File: src/rtl/hamming_enc_arbiter.sv
// Round-robin arbiter in front of a shared Hamming(7,4) encoder with a single
// registered output slot (codeword + requester id).
// Optional build macro: HAM_ARB_ERRINJ_EN adds single-bit error injection on accept.
module hamming_enc_arbiter #(
  parameter int unsigned NUM_REQ = 4,
  parameter int unsigned ID_BITS = 2
) (
  input  logic                 clk,
  input  logic                 rst_n,
  input  logic [NUM_REQ-1:0]   req_valid,
  input  logic [4*NUM_REQ-1:0] req_data,
  output logic [NUM_REQ-1:0]   req_ready,
  output logic                 out_valid,
  output logic [6:0]           out_code,
  output logic [ID_BITS-1:0]   out_id,
`ifdef HAM_ARB_ERRINJ_EN
  input  logic                 errinj_valid,
  input  logic [2:0]           errinj_bit,
`endif
  input  logic                 out_ready
);

  localparam logic StEmpty = 1'b0;
  localparam logic StFull  = 1'b1;

  logic               state_q, state_d;
  logic [ID_BITS-1:0] rr_ptr_q, rr_ptr_d;
  logic [6:0]         code_q, code_d;
  logic [ID_BITS-1:0] id_q, id_d;

  logic               found;
  logic [ID_BITS-1:0] gnt_id;
  logic [3:0]         gnt_data;
  logic               slot_free;
  logic               accept;
  logic [6:0]         cw;
  logic [6:0]         cw_stored;

  assign slot_free = (state_q == StEmpty) | out_ready;
  assign accept    = slot_free & found;

  // Round-robin search starting just after the last granted requester.
  // Nested loops keep every index constant after unrolling.
  always_comb begin
    found  = 1'b0;
    gnt_id = '0;
    for (int unsigned k = 1; k <= NUM_REQ; k++) begin
      for (int unsigned i = 0; i < NUM_REQ; i++) begin
        if (!found && req_valid[i] && (i == (32'(rr_ptr_q) + k) % NUM_REQ)) begin
          found  = 1'b1;
          gnt_id = ID_BITS'(i);
        end
      end
    end
  end

  // One-hot ready and data mux for the winning requester.
  always_comb begin
    req_ready = '0;
    gnt_data  = '0;
    for (int unsigned i = 0; i < NUM_REQ; i++) begin
      if (gnt_id == ID_BITS'(i)) begin
        req_ready[i] = slot_free & found;
        gnt_data     = req_data[4*i +: 4];
      end
    end
  end

  // Hamming(7,4) encode with parity bits at positions 3, 5 and 6.
  always_comb begin
    cw[0] = gnt_data[0];
    cw[1] = gnt_data[1];
    cw[2] = gnt_data[2];
    cw[4] = gnt_data[3];
    cw[3] = gnt_data[3] ^ gnt_data[2] ^ gnt_data[0];
    cw[5] = gnt_data[3] ^ gnt_data[1] ^ gnt_data[0];
    cw[6] = gnt_data[2] ^ gnt_data[1] ^ gnt_data[0];
  end

  // Optional single-bit corruption of the codeword being captured.
  always_comb begin
    cw_stored = cw;
`ifdef HAM_ARB_ERRINJ_EN
    // Bit index 7 is the "no injection" encoding.
    if (errinj_valid && (errinj_bit != 3'd7)) begin
      cw_stored[errinj_bit] = ~cw[errinj_bit];
    end
`endif
  end

  // Slot next state: refill on accept (even while draining), else empty on drain.
  always_comb begin
    state_d  = state_q;
    rr_ptr_d = rr_ptr_q;
    code_d   = code_q;
    id_d     = id_q;
    if (accept) begin
      state_d  = StFull;
      rr_ptr_d = gnt_id;
      code_d   = cw_stored;
      id_d     = gnt_id;
    end else if (out_ready) begin
      state_d = StEmpty;
    end
  end

  // Slot registers; reset leaves pointer at the last id so requester 0 wins first.
  always_ff @(posedge clk or negedge rst_n) begin
    if (!rst_n) begin
      state_q  <= StEmpty;
      rr_ptr_q <= ID_BITS'(NUM_REQ - 1);
      code_q   <= '0;
      id_q     <= '0;
    end else begin
      state_q  <= state_d;
      rr_ptr_q <= rr_ptr_d;
      code_q   <= code_d;
      id_q     <= id_d;
    end
  end

  assign out_valid = (state_q == StFull);
  assign out_code  = code_q;
  assign out_id    = id_q;

endmodule
File: config.mk
export PLATFORM = sky130hd
export DESIGN_NAME = hamming_enc_arbiter
export DESIGN_NICKNAME = d
export VERILOG_FILES = /design/src/rtl/hamming_enc_arbiter.sv
export SDC_FILE = /design/constraint.sdc
export NUM_CORES = 1
export LEC_CHECK = 0
export BUFFER_PORTS_ARGS = -buffer_cell sky130_fd_sc_hd__buf_4
export CAP_MARGIN = 20
export CORE_MARGIN = 4
export CORE_UTILIZATION = 45
export CTS_CLUSTER_DIAMETER = 30
export DETAILED_ROUTE_END_ITERATION = 16
export GPL_TIMING_DRIVEN = 0
export PLACE_DENSITY = 0.76
export SLEW_MARGIN = 20
export SYNTH_ARGS = -nofsm -noshare
export SYNTH_HDL_FRONTEND = slang
export SYNTH_SLANG_ARGS = --single-unit
export TNS_END_PERCENT = 100
File: constraint.sdc
create_clock -name clk -period 2.9 [get_ports clk]
set_input_delay 0.58 -clock clk [delete_from_list [all_inputs] [get_ports clk]]
set_output_delay 0.58 -clock clk [all_outputs]
set_load 0.01 [all_outputs]
==> results.cfg, run 1 <==
[grt]
grtUsageMet1_pct = 21.9
overflow = 0
grt_usage_pct = 17.2
grtUsageMet2_pct = 29.1
grt_util_met3_pct = 2.29
grt_max_degree = 13
grt_pass1_wl_um = 3460
top_usage_layer = met2
grt_pass1_vias = 793
antenna_found_initial = 0

[floorplanning]
rows = 15
initial_core_util_pct = 48.9
coreArea_um2 = 1780
dieArea_um2 = 2710
die_y_um = 52.0
die_w_um = 52.0
io_pins = 37

[finish]
multiInputGateArea_um2 = 528
post-route-util_pct = 66.5
fin_cells = 155
nets = 154
syn_to_final_growth_pct = 35.9
final_common_cell = buf_4
nFillCells = 164
drive_above_1_share_pct = 42.3
stdcell_area_um2 = 1180
layout_common_cells = buf_4, dfrtp_1, nand2_1, nor2_1
final-seq-area_um2 = 303
diodes = 0

[critical_path]
critPathLaunch = rr_ptr_q[0]$_DFFE_PN1P_
cp_data_required_time_ns = 3.05
critical_path_class = flip-flop to flip-flop
rrSetupSlack_ns = 0.36
critPathArrivalTime_ns = 2.70
crit_chain = and2b_4, o311ai_4, mux2_1, mux2_2, mux2i_2, xnor2_2, xor2_1, o21ai_1
critPathCapture = out_code[6]$_DFFE_PN0P_
setup.worst_path.end_class = flip-flop
crit_family = multiplexers
critical_path_peak_fanout = 8
rr_worst_depth = 8
critPathLaunchType = flip-flop
cp.depth = 8
r2r-end = out_code[6]$_DFFE_PN0P_
slowest_delay_ns = 0.59
cpMaxStageDelayCell = dfstp_2
r2r-start = rr_ptr_q[0]$_DFFE_PN1P_
cp.buffers_inverters = 0

[yosys]
yosysTopAreaCellShare_pct = 28.7
syn_inst = 92
ys_ff_latch = 12
yosys_most_used_dff = dfrtp_1
yosysSeqAreaShare_pct = 34.7
ys_async_sr_fraction_pct = 100
syn_area_um2 = 872
avgSynthCellArea_um2 = 9.48
yosysWarningCount = 0
yosys.cell_types.count = 38
syn_nets = 115
synth_enable_flop_cells = 0
synth_largest_area_cell = dfrtp_1
synthTopCellsByArea = dfrtp_1, dfstp_2, nand2_1, mux2_4, o311ai_4

[placed_design]
dp_worst_setup_slack_ns = 0.203
portBuffers = 34
placed_area_um2 = 1160
placedCellCount = 151
post-dp-hpwl_um = 1690
place.gp.congestion = 0.794

[power]
vdd_ir_drop_max_mv = 0.489
cellLeakagePower_nw = 0.568
power_uw = 751
p_per_area_nw_per_um2 = 633

[detailed_routing]
antenna_left = 0
dr.pass1.iters = 4
vias = 796
viasPerCell = 5.14
routedWlPerCell_um = 13.9
wirelength_um = 2150
drc = 0
drt-initial-drc-count = 9

[cts]
postCtsHoldBufs = 0
cts_tree = done
worstSkewPairLatency_ns = 0.28
clkSinkCount = 12
clock_path_buffers = 2
cts_resized = 0
cts_post_setup_buffers_inserted = 0
clkTransAtPathRegs_ns = 0.08
clock-root-buffer = clkbuf_4
cts_buffers = 3
cts-htree-levels = 1

[timing]
hold_violations = 0
finalSetupViolCount = 0
period_share_pct = 87.7
fin_crit_ns = 2.54
relSlewSlack_pct = 69.8
grt_setup_unrepaired = no
setup_tns_ns = 0
slew_viol_final = 0
fin_skew_ns = 0.00833
clock.fmax_mhz = 393
worst_slew_pin_slew_ns = 0.452
layout_setup_ws_ns = 0.356
hold_ws_ns = 0.125

[status]
status = finished clean

[flow_run]
maxCapViolCount = 0

[hold_path]
holdCritPathClass = primary input to asynchronous set/reset pin
state kept, by name, indices dropped and copies added (netlist names):
signal and cells:
out_code 7, out_id 2, rr_ptr_q 2, out_valid 1
layout make-up:
| class | count | area share, % |
|---|---|---|
| Multi-Input combinational cell | 70 | 44.6 |
| Timing Repair Buffer | 34 | 21.5 |
| Buffer | 5 | 1.90 |
| Tap cell | 25 | 2.64 |
| Sequential cell | 12 | 25.6 |
| Clock buffer | 4 | 2.22 |
| Inverter | 5 | 1.58 |
layer usage:
| layer | up-vias | part of all wire [%] | routed length (um) |
|---|---|---|---|
| met5 | - | 0 | 0 |
| met4 | 0 | 1.6 | 34 |
| met3 | 5 | 4.9 | 105 |
| met2 | 24 | 48 | 1030 |
| met1 | 370 | 46 | 983 |
| li1 | 397 | - | - |
how the worst min path moves through the flow:
| stage | start | to | slack [ns] | cells past startpoint |
|---|---|---|---|---|
| floorplan | rst_n | out_code[0]$_DFFE_PN0P_ | 0.28 | 0 |
| finish | rst_n | out_code[5]$_DFFE_PN0P_ | 0.13 | 1 |
| CTS | rst_n | out_code[5]$_DFFE_PN0P_ | 0.13 | 1 |
| detailed placement | rst_n | out_code[5]$_DFFE_PN0P_ | 0.43 | 1 |
| global route | rst_n | out_code[5]$_DFFE_PN0P_ | 0.12 | 1 |
| global placement | rst_n | out_code[0]$_DFFE_PN0P_ | 0.43 | 1 |
synth_stat cells, types with 2 or more instances:
cell / count
or3b_1: 2
o21ai_0: 5
nor3_1: 2
xnor2_1: 2
o21ai_1: 4
mux2_4: 2
dfstp_2: 2
nand2b_1: 2
nor2b_1: 4
a21oi_1: 5
clkbuf_1: 2
mux2_2: 2
and2_1: 2
dfrtp_1: 10
xor2_1: 2
inv_1: 5
nor2_1: 6
o22ai_1: 2
a21o_1: 2
nand2_1: 9
buf_2: 3
cells by family after synthesis:
kind of cell,share of synthesized area [%]
and+or+nand+nor,18.7
AOI/OAI and AO/OA,23.4
DFF,34.7
buffers and inverters,4.73
muxes,12.6
xor gates and xnor gates,5.88
report_power, final:
part           internal, mW  switching [mW]  total [mW]
Sequential            0.221          0.0301       0.251
Combinational         0.204           0.186       0.391
Clock                0.0534          0.0557       0.109
Note: power is estimated with default switching activity, not from simulation.
==> inputs of run 2 (changes only) <==
--- a/config.mk
+++ b/config.mk
@@ -5,6 +5,7 @@
 export SDC_FILE = /design/constraint.sdc
 export NUM_CORES = 1
 export LEC_CHECK = 0
+export ABC_AREA = 1
 export BUFFER_PORTS_ARGS = -buffer_cell sky130_fd_sc_hd__buf_4
 export CAP_MARGIN = 20
 export CORE_MARGIN = 4
@@ -12,7 +13,7 @@
 export CTS_CLUSTER_DIAMETER = 30
 export DETAILED_ROUTE_END_ITERATION = 16
 export GPL_TIMING_DRIVEN = 0
-export PLACE_DENSITY = 0.76
+export PLACE_DENSITY = 0.73
 export SLEW_MARGIN = 20
 export SYNTH_ARGS = -nofsm -noshare
 export SYNTH_HDL_FRONTEND = slang
==> results.cfg, run 2 <==
[status]
status = finished, violations left
violations = setup timing

[power]
p_int_mw = 1.25
power_frac_clock_pct = 5.3
vdd_ir_drop_max_mv = 1.03
power.switching_mw = 1.35
swShare_pct = 51.9
cellLeakagePower_nw = 0.945
pwr-share-seq_pct = 12.6
comb_power_share_pct = 82.2
p_per_area_nw_per_um2 = 1430

[finish]
layout_common_cells = buf_4, nand2_1, nor2_1, nand3_1, inv_1
largest_reg_flops = 7
final_common_cell = buf_4
diodes = 0
stdcell_area_um2 = 1810
nets = 255
drive_above_1_share_pct = 54.1
post-route-util_pct = 81.2
syn_to_final_growth_pct = 71.3

[yosys]
synth.top_cells.by_count = nand2_1, nor2_1, nand3_1
yosysMostFrequentCell = nand2_1
yosysTopAreaCellShare_pct = 23.6
syn_area_um2 = 1060
yosysSeqAreaShare_pct = 28.6
yosysWarningCount = 0
synth_enable_flop_cells = 0
syn_nets = 186
synthTopCellsByArea = dfrtp_1, nand2_1, nand3_1, nor2_1, inv_1
synth_largest_area_cell = dfrtp_1
ys_ff_latch = 12
ys_async_sr_fraction_pct = 100
avgSynthCellArea_um2 = 6.49
syn_inst = 163
yosys_most_used_dff = dfrtp_1
yosys.cell_types.count = 23

[timing]
layout_setup_ws_ns = -0.256
period_share_pct = 109
slew_viol_final = 0
grt_setup_unrepaired = yes
fin_skew_ns = 0.000559
hold_violations = 0
fin_crit_ns = 3.16
clock.fmax_mhz = 317
worst_slew_pin_slew_ns = 0.330
relSlewSlack_pct = 77.9
finalSetupViolCount = 4

[critical_path]
cp_data_required_time_ns = 2.32
crit_chain = inv_2, nand3_2, nand2_2, nor2_4, nand4_4, nor2_4, nand4_4, nor2_4, nand4_1, o21ai_4, buf_12, inv_12, nand2_4, nor2_2, buf_4
slowest_delay_ns = 0.60
critical_path_peak_fanout = 4
critPathArrivalTime_ns = 2.58
critical_path_class = flip-flop to output port
critPathLaunchType = flip-flop
cp_common_cell = nor2_4
cpMaxStageDelayCell = dfstp_2
crit_family = simple AND/OR/NAND/NOR gates
cp.buffers_inverters = 4
setup.worst_path.end_class = output port

[detailed_routing]
dr.pass1.iters = 4
drc = 0
drt-initial-drc-count = 67
vias = 1434
antenna_left = 0
wirelength_um = 3880
viasPerCell = 5.54
routedWlPerCell_um = 15.0

[placed_design]
place.gp.congestion = 0.869
placed_area_um2 = 1360
post-dp-hpwl_um = 2260
portBuffers = 36

[floorplanning]
die_y_um = 56.5
io_pins = 37
dieArea_um2 = 3190
die_w_um = 56.5
rows = 17
coreArea_um2 = 2230
initial_core_util_pct = 47.4

[grt]
grt_max_degree = 13
grt_pass1_wl_um = 5660
overflow = 0
grt_pass1_vias = 1327
antenna_found_initial = 0
grt_usage_pct = 22.0

[cts]
postCtsHoldBufs = 0
cts_buffers = 3
clock_path_buffers = 2
cts-htree-levels = 1
clkTransAtPathRegs_ns = 0.08
worstSkewPairLatency_ns = 0.27
clkSinkCount = 12
clock-root-buffer = clkbuf_4
cts_tree = done

[hold_path]
holdCritPathClass = primary input to asynchronous set/reset pin

[flow_run]
maxCapViolCount = 0
==> run 2: cell types whose count changed after synthesis, sizes merged, moves of 4 or more <==
cell   previous run  this run
nand2             9        42
mux2              5         0
nor2              7        33
nand3             1        24
nand4             0        13
a21oi             5         1
inv               5        22
==> run 2: final timing paths <==
| kind | start | slack [ns] | cells past startpoint | end |
|---|---|---|---|---|
| min in group clk | out_code[2]$_DFFE_PN0P_ | 0.49 | 2 | out_code[2]$_DFFE_PN0P_ |
| max reg2reg | rr_ptr_q[1]$_DFFE_PN1P_ | 0.02 | 21 | out_code[6]$_DFFE_PN0P_ |
| max | rr_ptr_q[0]$_DFFE_PN1P_ | -0.26 | 15 | req_ready[1] |
| max in group asynchronous | rst_n | 2.55 | 1 | rr_ptr_q[1]$_DFFE_PN1P_ |
| min reg2reg | out_code[2]$_DFFE_PN0P_ | 0.49 | 2 | out_code[2]$_DFFE_PN0P_ |
| min | rst_n | 0.12 | 1 | out_id[0]$_DFFE_PN0P_ |
==> run 2: final cells by class <==
cell class | instances | area [um2]
buffer | 1 | 13.8
clock buffer | 4 | 36.3
fill | 145 | 420
inverter | 23 | 101
multi-input combinational | 127 | 831
sequential | 12 | 303
tap | 28 | 35.0
timing repair buffer | 64 | 493
==> run 2: per-layer routing <==
metal | part of all wire [%] | global-route usage, % | vias to the layer above
li1 | - | - | 671
met1 | 40 | 27.7 | 653
met2 | 48 | 37.1 | 92
met3 | 8.8 | 3.22 | 18
met4 | 3.4 | 8.81 | 0
met5 | 0 | 0 | -
==> run 2: repair_timing <==
action                                  CTS  global route
gates resized for setup                  20            33
endpoints found under the setup margin    4             9
pin swaps                                12            18
buffers inserted                         20            10
==> run 2: cells by family after synthesis <==
family | Yosys count | synth area share, %
AO/OA/AOI/OAI | 8 | 4.73
AND/OR/NAND/NOR | 119 | 56.9
buffers and inverters | 24 | 9.81
flip-flops | 12 | 28.6
==> run 2: power groups by stage <==
stage                     Combinational, mW  Clock, mW  Sequential [mW]
final                                  2.13      0.136            0.326
after global routing                   2.31      0.146            0.338
after CTS                              1.61      0.133            0.324
after detailed placement               1.37          0            0.325
after global placement                 1.34          0            0.320
after floorplan                       0.979          0            0.345
==> run 2: per-stage QoR <==
| step | hold WS (ns) | setup TNS, ns | setup WS [ns] | std cells | power, mW |
|---|---|---|---|---|---|
| floorplan | 0.284 | 0 | 0.221 | 163 | 1.32 |
| global placement | 0.423 | -1.09 | -0.346 | 227 | 1.66 |
| detailed placement | 0.426 | -1.11 | -0.349 | 227 | 1.70 |
| CTS | 0.132 | -0.706 | -0.193 | 251 | 2.06 |
| global route | 0.117 | -2.02 | -0.417 | 259 | 2.79 |
| finish | 0.124 | -1.00 | -0.256 | 259 | 2.59 |
==> inputs of run 3 (changes only) <==
--- a/config.mk
+++ b/config.mk
@@ -13,7 +13,7 @@
 export CTS_CLUSTER_DIAMETER = 30
 export DETAILED_ROUTE_END_ITERATION = 16
 export GPL_TIMING_DRIVEN = 0
-export PLACE_DENSITY = 0.73
+export PLACE_DENSITY_LB_ADDON = 0.12
 export SLEW_MARGIN = 20
 export SYNTH_ARGS = -nofsm -noshare
 export SYNTH_HDL_FRONTEND = slang
==> results.cfg, run 3 (synthesis results as in run 2) <==
[critical_path]
crit_chain = inv_2, nand3_4, nand2_4, nor2_4, nand4_4, nor2_4, nand4_4, nor2_4, nand4_1, o21ai_4, buf_12, inv_12, nand2_8, nor2_4, buf_6
critPathLaunchType = flip-flop
critPathArrivalTime_ns = 2.74
cp_data_required_time_ns = 2.32
slowest_delay_ns = 0.63
cpMaxStageDelayCell = dfstp_2
setup.worst_path.end_class = output port
critical_path_peak_fanout = 6
critical_path_class = flip-flop to output port
cp_common_cell = nor2_4

[timing]
finalSetupViolCount = 9
layout_setup_ws_ns = -0.422
grt_setup_unrepaired = yes
worst_slew_pin_slew_ns = 0.355
relSlewSlack_pct = 76.2
setup_tns_ns = -2.24
hold_violations = 0
slew_viol_final = 0
period_share_pct = 115
clock.fmax_mhz = 301
fin_crit_ns = 3.32
fin_skew_ns = 0.00141

[grt]
grt_max_degree = 13
antenna_found_initial = 0
grt_pass1_vias = 1397
overflow = 0
grt_pass1_wl_um = 5840
grt_usage_pct = 23.4

[finish]
nets = 258
final-seq-area_um2 = 303
nFillCells = 116
syn_to_final_growth_pct = 83.9
final_common_cell = buf_4
layout_common_cells = buf_4, nand2_1, inv_1, nand3_1, nor2_1
largest_reg_flops = 7
diodes = 0
drive_above_1_share_pct = 57.3
multiInputGateArea_um2 = 925
post-route-util_pct = 87.2

[power]
vdd_ir_drop_max_mv = 1.12
swShare_pct = 53.5
p_int_mw = 1.34
comb_power_share_pct = 84.5
p_per_area_nw_per_um2 = 1480
pwr-share-seq_pct = 11.5
cellLeakagePower_nw = 0.948
power_frac_clock_pct = 4.0
power.switching_mw = 1.54

[placed_design]
place.gp.congestion = 0.823
portBuffers = 36
post-dp-hpwl_um = 2260

[cts]
clock_path_buffers = 2
cts-htree-levels = 1
clkSinkCount = 12
clock-root-buffer = clkbuf_4
worstSkewPairLatency_ns = 0.29
clkTransAtPathRegs_ns = 0.07
postCtsHoldBufs = 0
cts_tree = done
cts_buffers = 3

[detailed_routing]
drc = 0
m1WireLength_um = 1770
viasPerCell = 5.91
wl_met2_um = 2340
top_layer = met4
vias = 1549
antenna_left = 0
routedWlPerCell_um = 18.4
wirelength_um = 4830
dr_wl_met3_um = 467
dr.pass1.iters = 5
drt-initial-drc-count = 100

[flow_run]
maxCapViolCount = 0

[floorplanning]
rows = 17
die_y_um = 56.5
die_w_um = 56.5
initial_core_util_pct = 47.4
io_pins = 37
dieArea_um2 = 3190
coreArea_um2 = 2230

[status]
status = finished, violations left
violations = setup timing

[hold_path]
holdCritPathClass = primary input to asynchronous set/reset pin
run 3: cell types whose count changed in the layout (fill, tap and decap cells not counted), moves of 2 or more:
cell / before / now
inv_2: 4 / 2
nand2_8: 0 / 5
nor2_4: 8 / 10
nand2_4: 7 / 2
buf_4: 63 / 60
nor2_1: 20 / 13
buf_6: 0 / 6
nor2_2: 5 / 10
run 3: path summary, 6_finish.rpt:
kind / from / endpoint / slack, ns / cells past startpoint
setup / recovery: rr_ptr_q[0]$_DFFE_PN1P_ / req_ready[2] / -0.42 / 15
hold / removal: rst_n / out_code[5]$_DFFE_PN0P_ / 0.11 / 1
setup reg to reg: rr_ptr_q[0]$_DFFE_PN1P_ / out_code[6]$_DFFE_PN0P_ / -0.22 / 20
hold reg to reg: out_code[5]$_DFFE_PN0P_ / out_code[5]$_DFFE_PN0P_ / 0.52 / 2
max in group asynchronous: rst_n / rr_ptr_q[0]$_DFFE_PN1P_ / 2.56 / 1
min in group clk: out_code[5]$_DFFE_PN0P_ / out_code[5]$_DFFE_PN0P_ / 0.52 / 2
run 3: per-stage QoR:
stage | cell area [um2] | power (mW) | cells | hold WS (ns) | setup WS, ns
floorplan | 1060 | 1.32 | 163 | 0.284 | 0.221
global placement | 1360 | 1.65 | 227 | 0.424 | -0.290
detailed placement | 1360 | 1.69 | 227 | 0.425 | -0.342
CTS | 1680 | 2.16 | 252 | 0.135 | -0.232
global route | 1950 | 3.07 | 262 | 0.115 | -0.496
finish | 1950 | 2.88 | 262 | 0.114 | -0.422
run 3: worst max-delay path, delay by kind of cell, from the launching register on:
kind,cells,cell delay (ns)
and+or+nand+nor,10,1.14
DFF,1,0.63
buffers and inverters,4,0.38
AOI/OAI and AO/OA,1,0.28
run 3: layout make-up:
class                      instances  area share [%]
clock buffer                       4            1.35
tap                               28            1.80
timing repair buffer              67            27.6
multi-input combinational        127            47.5
buffer                             1           0.707
inverter                          23            5.46
sequential                        12            15.6
run 3: routing by layer:
layer	track usage [%]	vias to the layer above
met5	0	-
met2	40.8	126
li1	-	675
met4	18.0	0
met1	24.5	720
met3	4.14	28
run 3: timing repair:
action,4_1_cts,5_1_grt
cloned,0,0
endpoints found under the setup margin,4,9
buffers inserted,21,10
endpoints found under the hold margin,0,0
resized for setup,30,48
pin swaps,11,22
run 3: power by group through the flow:
stage          registers (mW)  clock network, mW  logic [mW]
6_report                0.332              0.114        2.43
5_1_grt                 0.341              0.125        2.61
3_5_place_dp            0.322                  0        1.37
3_3_place_gp            0.319                  0        1.33
4_1_cts                 0.323              0.106        1.73
2_1_floorplan           0.345                  0       0.979
